File: src/rtl/tile_priority_mixer.sv
// rtl/tile_priority_mixer.sv - two-stage tile/sprite priority mixer with a vblank-latched priority register
module tile_priority_mixer (
  input  logic        clk_24M,
  input  logic        RES,
  input  logic        PIX_CE,
  input  logic [11:0] DSA,
  input  logic        NSAC,
  input  logic [11:0] DSB,
  input  logic        NSBC,
  input  logic [7:0]  DFI,
  input  logic        NFIC,
  input  logic [7:0]  OBJ,
  input  logic        NOBC,
  input  logic        OBJ_PRI,
  input  logic        NHBK,
  input  logic        NVBK,
  input  logic        NHSY,
  input  logic        NVSY,
  input  logic [7:0]  DB_IN,
  input  logic        PRI_WR,
  output logic [10:0] PAL,
  output logic        NBLANK_O,
  output logic        NHSY_O,
  output logic        NVSY_O,
  output logic [7:0]  PRI_RD
);

  // Encoding doubles as the palette bank of the winning layer.
  typedef enum logic [2:0] {
    WIN_FIX = 3'd0,
    WIN_A   = 3'd1,
    WIN_B   = 3'd2,
    WIN_OBJ = 3'd3,
    WIN_BG  = 3'd4
  } win_e;

  localparam logic [7:0] PRI_RESET = 8'h70;

  logic [7:0]  pend_q, pend_d, act_q, act_d;
  logic        nvbk_prev_q, nvbk_prev_d;
  logic [7:0]  dsa_q, dsa_d, dsb_q, dsb_d, dfi_q, dfi_d, obj_q, obj_d;
  logic        nsac_q, nsac_d, nsbc_q, nsbc_d, nfic_q, nfic_d, nobc_q, nobc_d;
  logic        obj_pri_q, obj_pri_d, nhbk_q, nhbk_d, nvbk_s1_q, nvbk_s1_d;
  // Syncs are carried active-high so an all-zero pipeline reads as inactive sync.
  logic        hsy_s1_q, hsy_s1_d, vsy_s1_q, vsy_s1_d;
  logic        hsy_s2_q, hsy_s2_d, vsy_s2_q, vsy_s2_d;
  logic [10:0] pal_q, pal_d;
  logic        nblank_q, nblank_d;

  logic        vbk_fall;
  logic        cand_a, cand_b, cand_obj, blank_s1;
  win_e        win;
  logic [7:0]  colour;
  logic        unused_hi;

  assign unused_hi = ^{DSA[11:8], DSB[11:8]};

  always_comb begin
    vbk_fall    = nvbk_prev_q & ~NVBK;
    nvbk_prev_d = NVBK;
    pend_d      = PRI_WR ? DB_IN : pend_q;
    act_d       = act_q;
    if (vbk_fall) act_d = PRI_WR ? DB_IN : pend_q;
  end

  always_comb begin
    dsa_d     = dsa_q;     nsac_d    = nsac_q;
    dsb_d     = dsb_q;     nsbc_d    = nsbc_q;
    dfi_d     = dfi_q;     nfic_d    = nfic_q;
    obj_d     = obj_q;     nobc_d    = nobc_q;
    obj_pri_d = obj_pri_q; nhbk_d    = nhbk_q;
    nvbk_s1_d = nvbk_s1_q; hsy_s1_d  = hsy_s1_q;
    vsy_s1_d  = vsy_s1_q;
    if (PIX_CE) begin
      dsa_d     = DSA[7:0]; nsac_d    = NSAC;
      dsb_d     = DSB[7:0]; nsbc_d    = NSBC;
      dfi_d     = DFI;      nfic_d    = NFIC;
      obj_d     = OBJ;      nobc_d    = NOBC;
      obj_pri_d = OBJ_PRI;  nhbk_d    = NHBK;
      nvbk_s1_d = NVBK;     hsy_s1_d  = ~NHSY;
      vsy_s1_d  = ~NVSY;
    end
  end

  always_comb begin
    cand_a   = nsac_q & act_q[4];
    cand_b   = nsbc_q & act_q[5];
    cand_obj = nobc_q & act_q[6];
    win      = WIN_BG;
    if (nfic_q) begin
      win = WIN_FIX;
    end else if (cand_obj && obj_pri_q) begin
      win = WIN_OBJ;
    end else begin
      case (act_q[1:0])
        2'd0: begin
          if (cand_obj)    win = WIN_OBJ;
          else if (cand_a) win = WIN_A;
          else if (cand_b) win = WIN_B;
        end
        2'd1: begin
          if (cand_a)        win = WIN_A;
          else if (cand_obj) win = WIN_OBJ;
          else if (cand_b)   win = WIN_B;
        end
        2'd2: begin
          if (cand_obj)    win = WIN_OBJ;
          else if (cand_b) win = WIN_B;
          else if (cand_a) win = WIN_A;
        end
        default: begin
          if (cand_b)        win = WIN_B;
          else if (cand_a)   win = WIN_A;
          else if (cand_obj) win = WIN_OBJ;
        end
      endcase
    end
  end

  always_comb begin
    case (win)
      WIN_FIX: colour = dfi_q;
      WIN_A:   colour = dsa_q;
      WIN_B:   colour = dsb_q;
      WIN_OBJ: colour = obj_q;
      default: colour = 8'h00;
    endcase
    blank_s1 = ~nhbk_q | ~nvbk_s1_q;
    pal_d    = pal_q;
    nblank_d = nblank_q;
    hsy_s2_d = hsy_s2_q;
    vsy_s2_d = vsy_s2_q;
    if (PIX_CE) begin
      pal_d    = blank_s1 ? 11'h000 : {win, colour};
      nblank_d = ~blank_s1;
      hsy_s2_d = hsy_s1_q;
      vsy_s2_d = vsy_s1_q;
    end
  end

  always_ff @(posedge clk_24M or posedge RES) begin
    if (RES) begin
      pend_q      <= PRI_RESET;
      act_q       <= PRI_RESET;
      nvbk_prev_q <= 1'b1;
      dsa_q       <= '0; nsac_q    <= 1'b0;
      dsb_q       <= '0; nsbc_q    <= 1'b0;
      dfi_q       <= '0; nfic_q    <= 1'b0;
      obj_q       <= '0; nobc_q    <= 1'b0;
      obj_pri_q   <= 1'b0; nhbk_q  <= 1'b0;
      nvbk_s1_q   <= 1'b0; hsy_s1_q <= 1'b0;
      vsy_s1_q    <= 1'b0;
      pal_q       <= '0; nblank_q  <= 1'b0;
      hsy_s2_q    <= 1'b0; vsy_s2_q <= 1'b0;
    end else begin
      pend_q      <= pend_d;
      act_q       <= act_d;
      nvbk_prev_q <= nvbk_prev_d;
      dsa_q       <= dsa_d; nsac_q    <= nsac_d;
      dsb_q       <= dsb_d; nsbc_q    <= nsbc_d;
      dfi_q       <= dfi_d; nfic_q    <= nfic_d;
      obj_q       <= obj_d; nobc_q    <= nobc_d;
      obj_pri_q   <= obj_pri_d; nhbk_q <= nhbk_d;
      nvbk_s1_q   <= nvbk_s1_d; hsy_s1_q <= hsy_s1_d;
      vsy_s1_q    <= vsy_s1_d;
      pal_q       <= pal_d; nblank_q  <= nblank_d;
      hsy_s2_q    <= hsy_s2_d; vsy_s2_q <= vsy_s2_d;
    end
  end

  assign PAL      = pal_q;
  assign NBLANK_O = nblank_q;
  assign NHSY_O   = ~hsy_s2_q;
  assign NVSY_O   = ~vsy_s2_q;
  assign PRI_RD   = act_q;

endmodule

File: config.mk
export PLATFORM = sky130hd
export DESIGN_NAME = tile_priority_mixer
export DESIGN_NICKNAME = d
export VERILOG_FILES = /design/src/rtl/tile_priority_mixer.sv
export SDC_FILE = /design/constraint.sdc
export NUM_CORES = 1
export LEC_CHECK = 0
export ABC_AREA = 1
export CAP_MARGIN = 15
export CORE_MARGIN = 2
export CORE_UTILIZATION = 50
export CTS_CLUSTER_DIAMETER = 40
export DETAILED_ROUTE_END_ITERATION = 16
export PLACE_DENSITY = 0.9
export SLEW_MARGIN = 5
export SYNTH_ARGS = -nofsm -noshare
export SYNTH_HDL_FRONTEND = slang
export SYNTH_SLANG_ARGS = --single-unit
File: constraint.sdc
create_clock -name clk_24M -period 4.8 [get_ports clk_24M]
set_input_delay 0.72 -clock clk_24M [delete_from_list [all_inputs] [get_ports clk_24M]]
set_output_delay 0.72 -clock clk_24M [all_outputs]
set_load 0.05 [all_outputs]
==> Yosys cells after proc, flatten, opt, wreduce, memory -nomap -nowiden <==
Cells that the tools add are included.
Widths: inputs -> output; s select.
{ "op_classes": {"n_reduce_logical": 3, "bitwise": 13, "eq_ne": 5, "muxes": 17} }
{ "op_table": {"columns": ["cell", "count"], "rows": [
  ["$mux 3", 13],
  ["$pmux 8 s4", 1],
  ["$mux 11", 1],
  ["$pmux 3 s3", 1],
  ["$mux 8", 1],
  ["$not 1->1", 8],
  ["$eq 3x2->1 const B", 2],
  ["$and 1x1->1", 4],
  ["$eq 3x1->1 const B", 1],
  ["$logic_not 3->1", 1],
  ["$eq 2x1->1 const B", 1],
  ["$eq 2x2->1 const B", 1],
  ["$logic_not 2->1", 1],
  ["$logic_and 1x1->1", 1],
  ["$or 1x1->1", 1]
]} }
{ "word_totals": {"in_bits": 61, "elab_cells": 58, "ff_bits": 72, "out_inout_bits": 22} }

==> Logic depth before layout (Yosys ltp) <==
Gate-level depths: netlist of the first run.
{ "depth": {"depth_word": 10, "mapped_depth": 11, "depth_no_buf": 11} }

==> Least setup slack after synthesis of the first run <==
OpenSTA, ideal clock, no wires.
{ "synth_path": {"kind": "register to register", "from": "reg act_q[0] (netlist: PRI_RD[0])", "to": "reg pal_q[0] (netlist: PAL[0])", "arrival_time_ns": 1.567, "n_path_buf": 1, "stages_incl_launch_ff": 11, "t_required_ns": 4.679, "synth_period_minus_slack_ns": 1.688, "slack_ns": 3.112, "setup_time_ns": 0.121, "path_cell_list": "dfrtp_1 inv_1 nand2_1 nand2_1 a21oi_2 nor2_4 buf_6 nand3_2 nand2_1 o21bai_1 nand2_1"} }
{ "synth_between": {"elab_chain_cells": 7, "word_cells_on_any_way": 12, "cone_classes": "eq/ne (5); mux (5); reduce/logical (2)"} }
{ "synth_lines": {"columns": ["element", "line_no", "source"], "rows": [
  ["from (decl)", "39", "logic [7:0] pend_q, pend_d, act_q, act_d;"],
  ["from (signal assigned)", "157", "act_q <= act_d;"],
  ["$eq 2x2->1, or another cell as far along", "95", "case (act_q[1:0])"],
  ["$pmux 3 s3 *", "95", null],
  ["$mux 3 *", "92", "end else if (cand_obj && obj_pri_q) begin"],
  ["$mux 3 *", "90", "if (nfic_q) begin"],
  ["$eq 3x2->1, or another cell as far along", "121", "case (win)"],
  ["$pmux 8 s4 *", "121", null],
  ["$mux 11 *", "134", "pal_d = blank_s1 ? 11'h000 : {win, colour};"],
  ["to (signal assigned)", "166", "pal_q <= pal_d; nblank_q <= nblank_d;"],
  ["to (decl)", "47", "logic [10:0] pal_q, pal_d;"]
]} }
Mark *: on every way between the ends. The rest lies on a longest branch, timed or not.
A chain may end at the register's enable or synchronous reset.

==> flow_metrics.py, run 1 <==
metrics = {
    "synth": {
        "synth_cells": 353,
        "synth_edf_count": 0,
        "synth_fp_nets": 414,
        "synthFlopType": "dfrtp_1",
        "netlist_area_um2": 3160,
        "synth_area_per_cell_um2": 8.96,
        "ys_warn_count": 0,
        "ys_types": 27,
        "ys_ff_latch": 72,
        "async_reset_ff_frac": 1.00,
        "yosysSeqAreaShare": 0.572,
    },
    "power": {
        "p_leak_nw": 2.09,
        "ir_worst_vdd_mv": 0.217,
        "power_density_nw_per_um2": 374,
    },
    "global_routing": {
        "grt_pass1_vias": 2592,
        "grt_max_degree": 53,
        "grt_overflow_total": 0,
        "antenna_found_initial": 0,
        "grt_usage": 0.209,
        "grt_pass1_wl_um": 11600,
    },
    "die": {
        "std_cell_rows": 28,
        "die_area_um2": 6980,
        "pin_count": 83,
        "core_um2": 6030,
        "start_util": 0.525,
        "die_x_um": 83.5,
        "die_h_um": 83.5,
    },
    "setup_path": {
        "crit_path_end_kind": "flip-flop",
        "crit_chain": "clkdlybuf4s50_1 -> buf_4 -> inv_2 -> nor3_1 -> nand2_2 -> o21bai_1 -> nand2_1",
        "worst_path_max_delay_cell": "nor3_1",
        "reg2reg_slack_ps": 2960,
        "crit_required_ps": 5080,
        "critPathLaunchType": "primary input",
        "crit_fanout": 52,
        "slowest_delay_ps": 500,
        "worst-endpoint-arrival_ps": 3010,
        "path_class": "primary input to flip-flop",
    },
    "clocking": {
        "clock_latency_ps": 340,
        "cts_tree": "yes",
        "cts-resized-gates": 0,
        "hold_buffers": 0,
        "max-clock-path-buffers": 2,
        "root_buffer": "clkbuf_8",
        "cts.htree.levels": 3,
        "clk_pin_slew_worst_paths_ps": 70,
        "numCtsBuffers": 9,
        "post_cts_buffers": 0,
        "cts_sinks": 72,
    },
    "routing": {
        "drc": 0,
        "ant_nets": 0,
        "wirelength_um": 6920,
        "firstDrtPassIters": 5,
        "first_iter_violations": 141,
        "wl_per_cell_um": 13.7,
        "vias_per_cell": 5.17,
        "vias": 2608,
    },
    "placement": {
        "place_area_um2": 3940,
        "dp_hpwl_um": 4790,
        "io_buffers": 74,
        "gp_congestion": 0.820,
    },
    "flow_run": {
        "maxCapViolCount": 0,
    },
    "final_layout": {
        "num_antenna_cells": 0,
        "nFillCells": 489,
        "fin_nets": 486,
        "area_growth_pct": 31.1,
        "fin_area_um2": 4150,
        "drive_above_1_share": 0.140,
    },
    "timing": {
        "period_minus_slack_ps": 2730,
        "finalCritPeriodShare": 0.568,
        "rsz0062_at_grt": "no",
        "fin_worst_skew_ps": 8.14,
        "relSlewSlack": 0.460,
        "setup_viol_count_final": 0,
        "timing.fmax_mhz": 367,
        "worst_pin_slew_ps": 809,
        "hold_viol_final": 0,
        "final_max_slew_viol_count": 0,
        "finalSetupTns_ps": 0,
    },
    "min_path": {
        "hp-class": "flip-flop to flip-flop",
    },
    "status": {
        "status": "completed",
    },
}
## critical path, delay by kind of cell
kind	cells	cell delay (ps)
buffers and inverters	3	1290
AOI/OAI and AO/OA	1	210
and+or+nand+nor	3	770
## through the flow
step | worst slack, ps | instances | power [mW] | hold slack [ps] | utilization
5_1_grt | 1890 | 504 | 1.62 | 500 | 0.688
3_5_place_dp | 1720 | 489 | 1.08 | 462 | 0.654
2_1_floorplan | 2270 | 353 | 0.950 | 442 | -
4_1_cts | 2080 | 504 | 1.57 | 478 | 0.688
3_3_place_gp | 1830 | 489 | 1.06 | 454 | 0.654
6_report | 2070 | 504 | 1.55 | 478 | 0.688
## cells in the final DEF (no fill, tap or decap)
cell type,instances
a32o_1,1
o21bai_1,8
nand2_1,170
clkinv_2,2
nor3_1,1
bufinv_16,1
clkinv_1,1
o21ai_0,12
clkdlybuf4s50_1,74
inv_1,10
nand3b_1,1
nand3_4,1
inv_2,6
mux2_2,14
a21oi_1,1
buf_4,2
clkbuf_8,12
a21oi_2,1
nand4_1,8
nor2_4,1
nor2_2,2
nand2_4,2
dfstp_2,7
inv_4,1
dfrtp_1,65
nand3_1,17
nand3_2,3
nand2_2,5
## synth_stat cells (2+ instances only)
cell type  number  area [um2]
nand2_1       170         638
dfrtp_1        65        1630
nand3_1        17        85.1
mux2_2         14         158
o21ai_0        12        60.1
clkbuf_1       11        41.3
inv_1          11        41.3
nand4_1         8        50.1
o21bai_1        8        60.1
dfstp_2         7         184
inv_2           5        18.8
nand2_2         5        31.3
nand3_2         3        30.0
buf_2           2        10.0
nand2_4         2        22.5
nor2_2          2        12.5
## where the power goes
part / switching [mW] / internal, mW / leakage [nW]
Clock: 0.210 / 0.278 / 0.108
Combinational: 0.222 / 0.134 / 1.10
Sequential: 0.0379 / 0.671 / 0.882
## final timing paths
kind / cells after the start / start / end
worst max-delay path: 7 / PIX_CE / PAL[5]$_DFFE_PP0P_
worst min-delay path: 2 / dsa_q[2]$_DFFE_PP0P_ / dsa_q[2]$_DFFE_PP0P_
worst max register to register: 10 / PRI_RD[4]$_DFFE_PP1P_ / PAL[5]$_DFFE_PP0P_
worst min register to register: 2 / dsa_q[2]$_DFFE_PP0P_ / dsa_q[2]$_DFFE_PP0P_
max in group asynchronous: 3 / RES / PRI_RD[6]$_DFFE_PP1P_
min in group asynchronous: 2 / RES / dfi_q[5]$_DFFE_PP0P_
## routing by layer
layer / vias up / global-route usage / share of wire
met1: 1240 / 0.249 / 0.42
met4: 0 / 0.0909 / 0.020
met3: 16 / 0.0564 / 0.061
li1: 1259 / - / -
met2: 93 / 0.356 / 0.50
met5: - / 0 / 0
## sequential cells by signal (all words and copies together) (netlist names), 8 cells and up
name    flops
dsb_q       8
dfi_q       8
dsa_q       8
obj_q       8
PAL        11
pend_q      8
PRI_RD      8
## cell families (layout without fill, tap and decap cells)
logic type,count (synthesis),count (layout),synth area share
flip-flops,72,72,0.572
AO/OA/AOI/OAI,23,23,0.0455
buffers and inverters,33,109,0.0443
AND/OR/NAND/NOR,211,211,0.288
multiplexers,14,14,0.0498
## final cells by class
class / count / area [um2] / area share
clock buffers: 12 / 165 / 0.0398
multi-input cells: 248 / 1210 / 0.292
inverters: 18 / 70.1 / 0.0169
well taps: 75 / 93.8 / 0.0226
flip-flops and latches: 72 / 1810 / 0.437
repair buffers: 76 / 756 / 0.182
clock inverters: 3 / 40.0 / 0.00965
(Power assumes the default switching activity.)
==> run 2: changes to the inputs <==
--- a/config.mk
+++ b/config.mk
@@ -8,10 +8,10 @@
 export ABC_AREA = 1
 export CAP_MARGIN = 15
 export CORE_MARGIN = 2
-export CORE_UTILIZATION = 50
+export CORE_UTILIZATION = 48
 export CTS_CLUSTER_DIAMETER = 40
 export DETAILED_ROUTE_END_ITERATION = 16
-export PLACE_DENSITY = 0.9
+export PLACE_DENSITY = 0.87
 export SLEW_MARGIN = 5
 export SYNTH_ARGS = -nofsm -noshare
 export SYNTH_HDL_FRONTEND = slang
==> constraint.sdc (replaced) <==
create_clock -name clk_24M -period 2.66 [get_ports clk_24M]
set_input_delay 0.399 -clock clk_24M [delete_from_list [all_inputs] [get_ports clk_24M]]
set_output_delay 0.399 -clock clk_24M [all_outputs]
set_load 0.05 [all_outputs]
==> flow_metrics.py, run 2 (synthesized netlist as in run 1, its figures left out) <==
metrics = {
    "status": {
        "status": "completed",
    },
    "setup_path": {
        "crit_buf_inv": 1,
        "crit_fanout": 4,
        "crit_required_ps": 2260,
        "crit_chain": "clkdlybuf4s50_1",
        "path_class": "flip-flop to output pin",
        "worst_path_max_delay_cell": "clkdlybuf4s50_1",
        "crit_path_end_kind": "output pin",
        "slowest_delay_ps": 800,
        "worst-endpoint-arrival_ps": 1700,
        "crit_family": "buffers and inverters",
        "critPathLaunchType": "flip-flop",
    },
    "die": {
        "die_area_um2": 7250,
        "die_h_um": 85.2,
        "pin_count": 83,
        "std_cell_rows": 29,
        "start_util": 0.498,
        "core_um2": 6350,
        "die_x_um": 85.2,
    },
    "routing": {
        "vias": 2578,
        "ant_nets": 0,
        "vias_per_cell": 5.06,
        "drc": 0,
        "wl_per_cell_um": 13.5,
        "wirelength_um": 6870,
        "firstDrtPassIters": 5,
        "first_iter_violations": 108,
    },
    "clocking": {
        "post_cts_buffers": 0,
        "clk_pin_slew_worst_paths_ps": 70,
        "max-clock-path-buffers": 2,
        "clock_latency_ps": 340,
        "hold_buffers": 0,
        "cts-resized-gates": 0,
        "root_buffer": "clkbuf_8",
        "cts_sinks": 72,
        "cts_tree": "yes",
        "numCtsBuffers": 9,
        "cts.htree.levels": 3,
    },
    "timing": {
        "hold_viol_final": 0,
        "relSlewSlack": 0.655,
        "final_max_slew_viol_count": 0,
        "finalSetupTns_ps": 0,
        "setup_ws_ps": 558,
        "finalCritPeriodShare": 0.790,
        "rsz0062_at_grt": "no",
        "setup_viol_count_final": 0,
        "period_minus_slack_ps": 2100,
        "timing.fmax_mhz": 476,
        "worst_pin_slew_ps": 515,
        "fin_worst_skew_ps": 5.56,
    },
    "placement": {
        "io_buffers": 74,
        "dp_hpwl_um": 4910,
        "place_ws_ps": 761,
        "placedCellCount": 494,
        "gp_congestion": 0.782,
    },
    "min_path": {
        "hp-class": "primary input to asynchronous set/reset pin",
    },
    "flow_run": {
        "maxCapViolCount": 0,
    },
    "global_routing": {
        "grt_pass1_vias": 2734,
        "grt_overflow_total": 0,
        "antenna_found_initial": 0,
        "grt_pass1_wl_um": 11900,
        "grt_max_degree": 52,
        "grt_usage": 0.212,
    },
    "final_layout": {
        "fin_cells": 509,
        "layout_common_cells": "170 x nand2_1, 74 x clkdlybuf4s50_1, 65 x dfrtp_1, 17 x nand3_1, 14 x mux2_2",
        "fin_nets": 489,
        "area_growth_pct": 31.4,
        "layout_commonest_cell": "nand2_1",
        "drive_above_1_share": 0.139,
        "largest_reg_flops": 11,
        "num_antenna_cells": 0,
    },
    "power": {
        "power_density_nw_per_um2": 651,
        "ir_worst_vdd_mv": 0.408,
        "p_leak_nw": 2.09,
        "p_total_mw": 2.71,
    },
}
run 2: path summary, 6_finish.rpt:
check                                           start              endpoint  slack, ps  cells past startpoint
worst max-delay path            PRI_RD[4]$_DFFE_PP1P_             PRI_RD[4]        560                      1
worst min-delay path                              RES  obj_q[3]$_DFFE_PP0P_        380                      2
worst max register to register  PRI_RD[4]$_DFFE_PP1P_    PAL[7]$_DFFE_PP0P_        830                     10
worst min register to register   dfi_q[2]$_DFFE_PP0P_  dfi_q[2]$_DFFE_PP0P_        480                      2
max in group asynchronous                         RES   pend_q[5]$_DFF_PP1_       1620                      3
min in group clk_24M             dfi_q[2]$_DFFE_PP0P_  dfi_q[2]$_DFFE_PP0P_        480                      2
run 2: where the power goes:
part	switching, mW	internal (mW)	leakage (nW)
sequential	0.0679	1.21	0.882
combinational	0.399	0.246	1.12
clock	0.369	0.412	0.0898
run 2: per-layer routing:
metal | part of all wire | up-vias | GRT usage
li1 | - | 1261 | -
met4 | 0.023 | 0 | 0.102
met5 | 0 | - | 0
met2 | 0.51 | 79 | 0.359
met1 | 0.41 | 1221 | 0.250
met3 | 0.056 | 17 | 0.0554
run 2: cell type report:
cell class	instances	area (um2)
Timing Repair Buffer	79	791
Clock buffer	15	176
Tap cell	77	96.3
Sequential cell	72	1810
Fill cell	530	2190
Inverter	18	70.1
Multi-Input combinational cell	248	1210
run 2: per-stage QoR:
| stage | instance area (um2) | hold WS, ps | utilization |
|---|---|---|---|
| CTS | 4160 | 387 | 0.655 |
| global placement | 3980 | 455 | 0.627 |
| finish | 4160 | 380 | 0.655 |
| detailed placement | 3980 | 459 | 0.627 |
| floorplan | 3160 | 403 | - |
| global route | 4160 | 404 | 0.655 |
